[config.mk]
export PLATFORM = sky130hd
export DESIGN_NAME = alu_exec_unit
export DESIGN_NICKNAME = d
export VERILOG_FILES = /design/src/rtl/alu_exec_unit.sv
export SDC_FILE = /design/constraint.sdc
export NUM_CORES = 1
export LEC_CHECK = 0
export ABC_AREA = 1
export BUFFER_PORTS_ARGS = -buffer_cell sky130_fd_sc_hd__buf_4
export CORE_ASPECT_RATIO = 1.5
export CORE_UTILIZATION = 35
export CTS_BUF_LIST = sky130_fd_sc_hd__clkbuf_16
export CTS_CLUSTER_DIAMETER = 30
export DETAILED_ROUTE_END_ITERATION = 6
export PLACE_DENSITY = 0.64
export SLEW_MARGIN = 0
export SYNTH_ARGS = -nofsm -noshare
export SYNTH_HDL_FRONTEND = slang
export SYNTH_SLANG_ARGS = --single-unit
export TNS_END_PERCENT = 1
[constraint.sdc]
create_clock -name Clk -period 1.4 [get_ports Clk]
set_input_delay 0 -clock Clk [delete_from_list [all_inputs] [get_ports Clk]]
set_output_delay 0 -clock Clk [all_outputs]
set_load 0.005 [all_outputs]
[src/rtl/alu_exec_unit.sv]
// alu_exec_unit: 8-bit ALU behind a request/response valid-ready handshake, registered result and flags.
// Optional feature macro ALU_EXEC_MULTISHIFT_EN: LSH/RSH shift iteratively by InputB[2:0] instead of by 1.

module alu_exec_unit #(
  parameter int WIDTH = 8
) (
  input  logic             Clk,
  input  logic             Reset_n,
  input  logic             InValid,
  output logic             InReady,
  input  logic [WIDTH-1:0] InputA,
  input  logic [WIDTH-1:0] InputB,
  input  logic [3:0]       OP,
  output logic             OutValid,
  input  logic             OutReady,
  output logic [WIDTH-1:0] Out,
  output logic             Zero,
  output logic             Carry,
  output logic             IllegalOp
);

  typedef enum logic [3:0] {
    OP_LSH = 4'b0000,
    OP_RSH = 4'b0001,
    OP_AND = 4'b0010,
    OP_OR  = 4'b0011,
    OP_GEQ = 4'b1000,
    OP_EQ  = 4'b1001,
    OP_NEG = 4'b1010,
    OP_ADD = 4'b1011,
    OP_NEQ = 4'b1101
  } op_e;

`ifdef ALU_EXEC_MULTISHIFT_EN
  typedef enum logic [1:0] {S_IDLE = 2'd0, S_SHIFT = 2'd1, S_DONE = 2'd2} state_e;
`else
  typedef enum logic [1:0] {S_IDLE = 2'd0, S_DONE = 2'd2} state_e;
`endif

  state_e           r_state;
  state_e           w_next;
  logic [WIDTH-1:0] r_out;
  logic             r_zero;
  logic             r_carry;
  logic             r_illegal;
  logic [WIDTH-1:0] w_result;
  logic [WIDTH:0]   w_sum;
  logic             w_carry;
  logic             w_illegal;
  logic             w_accept;

`ifdef ALU_EXEC_MULTISHIFT_EN
  logic [2:0]       r_cnt;
  logic             r_left;
  logic             w_shift_go;
  logic [WIDTH-1:0] w_shift_step;

  assign w_shift_step = r_left ? {r_out[WIDTH-2:0], 1'b0} : {1'b0, r_out[WIDTH-1:1]};
`endif

  assign InReady  = (r_state == S_IDLE);
  assign OutValid = (r_state == S_DONE);
  assign w_accept = InValid & InReady;
  assign w_sum    = {1'b0, InputA} + {1'b0, InputB};

  // NOTE: every always_comb output gets a default first so no path can infer a latch.
  always_comb begin
    w_result  = '0;
    w_carry   = 1'b0;
    w_illegal = 1'b0;
`ifdef ALU_EXEC_MULTISHIFT_EN
    w_shift_go = 1'b0;
`endif
    case (OP)
`ifdef ALU_EXEC_MULTISHIFT_EN
      // Shifts load A as the working value; SHIFT then steps it one bit per cycle.
      OP_LSH, OP_RSH: begin
        w_result   = InputA;
        w_shift_go = |InputB[2:0];
      end
`else
      OP_LSH: w_result = {InputA[WIDTH-2:0], 1'b0};
      OP_RSH: w_result = {1'b0, InputA[WIDTH-1:1]};
`endif
      OP_AND: w_result = InputA & InputB;
      OP_OR:  w_result = InputA | InputB;
      OP_GEQ: w_result = {{(WIDTH-1){1'b0}}, (InputA >= InputB)};
      OP_EQ:  w_result = {{(WIDTH-1){1'b0}}, (InputA == InputB)};
      OP_NEQ: w_result = {{(WIDTH-1){1'b0}}, (InputA != InputB)};
      OP_NEG: w_result = ~InputA + 1'b1;
      OP_ADD: begin
        w_result = w_sum[WIDTH-1:0];
        w_carry  = w_sum[WIDTH];
      end
      default: w_illegal = 1'b1;
    endcase
  end

  always_comb begin
    w_next = r_state;
    case (r_state)
      S_IDLE: begin
        if (w_accept) begin
`ifdef ALU_EXEC_MULTISHIFT_EN
          w_next = w_shift_go ? S_SHIFT : S_DONE;
`else
          w_next = S_DONE;
`endif
        end
      end
`ifdef ALU_EXEC_MULTISHIFT_EN
      S_SHIFT: if (r_cnt == 3'd1) w_next = S_DONE;
`endif
      S_DONE:  if (OutReady) w_next = S_IDLE;
      default: w_next = S_IDLE;
    endcase
  end

  // NOTE: sequential state uses non-blocking assignments so every register samples pre-edge values.
  always_ff @(posedge Clk or negedge Reset_n) begin
    if (!Reset_n) r_state <= S_IDLE;
    else          r_state <= w_next;
  end

  // NOTE: the async reset clears every datapath register so Out and flags are defined from reset on.
  always_ff @(posedge Clk or negedge Reset_n) begin
    if (!Reset_n) begin
      r_out     <= '0;
      r_zero    <= 1'b0;
      r_carry   <= 1'b0;
      r_illegal <= 1'b0;
`ifdef ALU_EXEC_MULTISHIFT_EN
      r_cnt     <= 3'd0;
      r_left    <= 1'b0;
`endif
    end else begin
      case (r_state)
        S_IDLE: begin
          if (w_accept) begin
            r_out     <= w_result;
            r_zero    <= (w_result == '0);
            r_carry   <= w_carry;
            r_illegal <= w_illegal;
`ifdef ALU_EXEC_MULTISHIFT_EN
            r_cnt     <= InputB[2:0];
            r_left    <= (OP == OP_LSH);
`endif
          end
        end
`ifdef ALU_EXEC_MULTISHIFT_EN
        S_SHIFT: begin
          r_out  <= w_shift_step;
          r_cnt  <= r_cnt - 3'd1;
          r_zero <= (w_shift_step == '0);
        end
`endif
        default: ;
      endcase
    end
  end

  assign Out       = r_out;
  assign Zero      = r_zero;
  assign Carry     = r_carry;
  assign IllegalOp = r_illegal;

endmodule

=== Word level (Yosys, flattened, before mapping) ===
Cells that the tools add are included.

* Bits in registers: 13
* Bits of input ports: 24

* Reductions and logical operators: 6
* Bitwise logic cells: 4
* Muxes and demuxes: 6
* Add/subtract/negate cells: 2
* $lt $le $gt $ge: 1
* Eq/ne operators: 13

{| class="wikitable"
|+ Operators with widths
! operator !! count
|-
| case mux 8 bit (9 select lines) || 1
|-
| equality test 4 bit, second input constant || 5
|-
| adder 8 x 8 -> 9 bit || 1
|-
| OR reduction 9 bit || 1
|-
| adder 8 x 1 -> 8 bit, second input constant || 1
|-
| AND 8 bit || 1
|-
| equality test 4 x 2 -> 1 bit, second input constant || 2
|-
| equality test 8 bit || 1
|-
| greater-or-equal comparator 8 bit || 1
|-
| zero test 8 bit || 1
|-
| != test 8 bit || 1
|-
| inverter 8 bit || 1
|-
| OR 8 bit || 1
|-
| equality test 4 x 1 -> 1 bit, second input constant || 1
|-
| zero test 4 bit || 1
|-
| 2-to-1 mux 2 bit || 2
|-
| != test 2 x 1 -> 1 bit, second input constant || 2
|-
| case mux 2 bit (2 select lines) || 1
|-
| AND reduction 2 bit || 2
|-
| equality test 2 bit, second input constant || 1
|-
| zero test 2 bit || 1
|-
| 2-to-1 mux 1 bit || 2
|-
| AND 1 bit || 1
|}

=== Logic depth before layout (Yosys ltp) ===
* Word-level depth: 4
* Depth in mapped cells: 13
* Gate-level depth less buffers: 13

=== Worst setup path before layout ===
OpenSTA, ideal clock, no wires.

* Path type: input -> register
* Start: input port InputA[0]
* End: register r_zero, in the netlist Zero
* Data arrival time: 1297 ps
* Setup time: 65 ps
* Cell stages on the path: 13
* Slack: 38 ps
* Cell sequence: ha_1 > fa_1 > nand2_1 > nand2_1 > nand2_1 > nand2_1 > nand3_1 > nand3_1 > nor2_1 > nand2_1 > nor2_1 > nand3_1 > nand2_1

* Word-level cells in the longest chain between the ends: 4

{| class="wikitable"
|+ Ends and longest elaborated chain
! element !! line !! text
|-
| start, declared || 11 || <nowiki>input logic [WIDTH-1:0] InputA,</nowiki>
|-
| inverter 8 bit || 90 || <nowiki>OP_NEG: w_result = ~InputA + 1'b1;</nowiki>
|-
| adder 8 x 1 -> 8 bit || 90 ||
|-
| case mux 8 bit (9 select lines) * || 74 || <nowiki>case (OP)</nowiki>
|-
| zero test 8 bit * || 141 || <nowiki>r_zero <= (w_result == '0);</nowiki>
|-
| end signal, assigned || 141 ||
|-
| end, declared || 43 || <nowiki>logic r_zero;</nowiki>
|}

Every way passes the cells marked *; elsewhere a longest branch is shown, timed or not.
A chain may end at the register's enable or synchronous reset.

=== Worst setup path in the final report ===
Same ends and word-level chain as after synthesis.

==> impl_metrics.toml <==
[outcome]
outcome = "complete, no violations"

[yosys]
synth_top_cell_by_area = "ha_1"
syn_area_um2 = 1730
synth_fp_nets = 343
yosys.area_share.simple_pct = 41.9
synth_top_cell_area_share_pct = 18.1
yosysWarnings = 0
synth_compound_area_share_pct = 9.70
ys_top_cells_by_area = "ha_1 (18%), dfrtp_1 (17%), nand2_1 (17%)"
synth_area_per_cell_um2 = 5.90
synth-seq-area-share_pct = 17.4
synth_top_family_by_area = "simple AND/OR/NAND/NOR gates"
synth_cell_type_count = 23
synth_fa_ha_area_share_pct = 19.3
synth-xor-area-share_pct = 0
synthMuxAreaShare_pct = 0
yosys_register_bits = 12
synth_cells = 293

[clock_tree]
post_cts_buffers = 0
cts_tree = "built"
htreeDepth = 1
insertion_delay_ns = 0.24
clk_pin_slew_ns = 0.04
cts_made_buffers = 3
clkSinkCount = 12
clk_path_buf_depth = 2
root_buffer = "clkbuf_16"

[die]
die-width_um = 59.4
dieArea_um2 = 5230
die_h_um = 88.1
num_io_pins = 37
start_util_pct = 36.2
fp-row-count = 31
coreArea_um2 = 4770

[route]
drt-met1-wl_um = 2050
wl_per_cell_um = 11.4
postRouteAntennaNets = 0
avgViaCountPerCell = 4.76
wl_met2_um = 2720
drt-pass1-iter-count = 4
wirelength_um = 5160
first_iter_violations = 105
drc = 0
top_layer = "met4"
vias = 2162
met3_length_um = 197

[cells_and_area]
fin_area_um2 = 2620
nets = 439
drive_gt1_share_pct = 29.4
fillers = 517
num_antenna_cells = 0
mostFrequentLayoutCells = "buf_4 (91), nand2_1 (76), inv_1 (48)"
syn_to_final_growth_pct = 51.6
final_common_cell = "buf_4"

[placed_design]
routabilityCongestion = 1.04
io_buffers = 36
place_area_um2 = 2480
dp_hpwl_um = 4470

[min_path]
min_path_type = "in -> reg"
min_from = "OP[2]"

[timing]
drv_slew = 0
rsz0062_at_grt = "true"
fin_crit_ns = 1.31
tightest_slew_ns = 0.360
slew_headroom_pct = 75.9
hold_violations = 0
period_share_pct = 93.3
fin_setup_tns_ns = 0
max_freq_ghz = 0.765
finalSetupViolCount = 0
finClkSkew_ns = 0.00184

[setup_path]
r2r-start = "r_state[1]"
critPathLaunch = "InputA[0]"
critPathArrivalTime_ns = 1.44
start_kind = "input port"
worstPathMaxFanout = 3
end_kind = "flip-flop"
crit_required_ns = 1.53
critPathKind = "in -> reg"

[power_and_ir_drop]
internal-power_mw = 1.18
peakVddDrop_v = 0.000292
p_per_area_nw_per_um2 = 664
p_leak_nw = 1.49
pwr-share-clk_pct = 29.6
swShare_pct = 32.3
p_seq_share_pct = 25.8
switchingPower_uw = 563
power_frac_comb_pct = 44.5

[job]
maxCapViolations = 0

[grt]
grt_overflow = 0
first_global_vias = 2060
antenna_found_initial = 0
grt_pass1_wl_um = 8540
grtUsageTotal_pct = 21.2
grt_max_degree = 13
[layer usage]
layer	up-vias	GRT usage, %
met5	-	0
met4	0	10.6
met3	17	1.33
met2	69	40.6
met1	961	22.5
li1	1115	-
[what timing repair did]
action	4_1_cts	5_1_grt
hold buffers	2	0
resized for setup	0	13
hold endpoints to repair	13	0
setup endpoints to repair	0	8
[synthesized netlist by cell type (all sizes together)]
library cell and instances:
nor3 1, clkbuf 1, nand3 40, a31oi 3, clkinv 1, o21ai 18, buf 1, ha 25
o21a 1, fa 1, a21oi 5, dfrtp 12, o22ai 3, o21bai 1, nand2 79, nand4 3
nor2 49, inv 49
[metrics by stage]
step	util, %	power (mW)	setup WS [ns]	hold WS (ns)	instances
2_1_floorplan	-	0.786	0.0376	-0.296	293
3_5_place_dp	52.0	1.20	-0.214	-0.156	448
4_1_cts	54.0	1.73	0.0305	0.0918	454
3_3_place_gp	52.0	1.20	-0.193	-0.158	448
6_report	54.9	1.74	0.0936	0.0875	454
5_1_grt	54.9	1.86	-0.0262	0.117	454
[path summary, 6_finish.rpt]
kind	end	slack, ns	cells past startpoint
max	Zero	0.09	13
min	IllegalOp	0.09	3
max reg2reg	Zero	0.18	9
min reg2reg	Out[5]	0.47	2
max in group asynchronous	Out[2]	1.11	2
min in group asynchronous	r_state[1]	0.14	2
[layout make-up]
cell class	count	area, um^2	area share [%]
clock buffers	3	75.1	2.87
clock inverters	1	3.75	0.143
inverters	50	191	7.31
multi-input cells	229	1260	48.2
flip-flops and latches	12	300	11.5
well taps	66	82.6	3.15
repair buffers	93	703	26.8
[power groups by stage]
stage / sequential (mW) / clock, mW / combinational, mW
after detailed placement: 0.454 / 0 / 0.749
after global placement: 0.453 / 0 / 0.744
final: 0.450 / 0.516 / 0.775
after CTS: 0.450 / 0.524 / 0.757
after floorplan: 0.456 / 0 / 0.330
after global routing: 0.455 / 0.533 / 0.871
[worst max-delay path: stages]
cell and delay, ns:
buf_4 0.12, ha_1 0.21, fa_2 0.34, nand2_1 0.10, nand2_2 0.08, nand4_1 0.15
nand2_1 0.08, nand2_2 0.08, nand3_2 0.06, nand2_1 0.07, nor2_1 0.04, nand3_1 0.05
nand2_1 0.05
[cells by family after synthesis]
logic type      after synthesis
compound gates               31
simple gates                172
buf+inv                      52
fa+ha+maj                    26
flops                        12
[registers in the layout (all words and copies together) (netlist names)]
signal	cells
Out	8
Zero	1
IllegalOp	1
r_state	1
Carry	1
No activity file was read; power rests on OpenSTA's default activity.
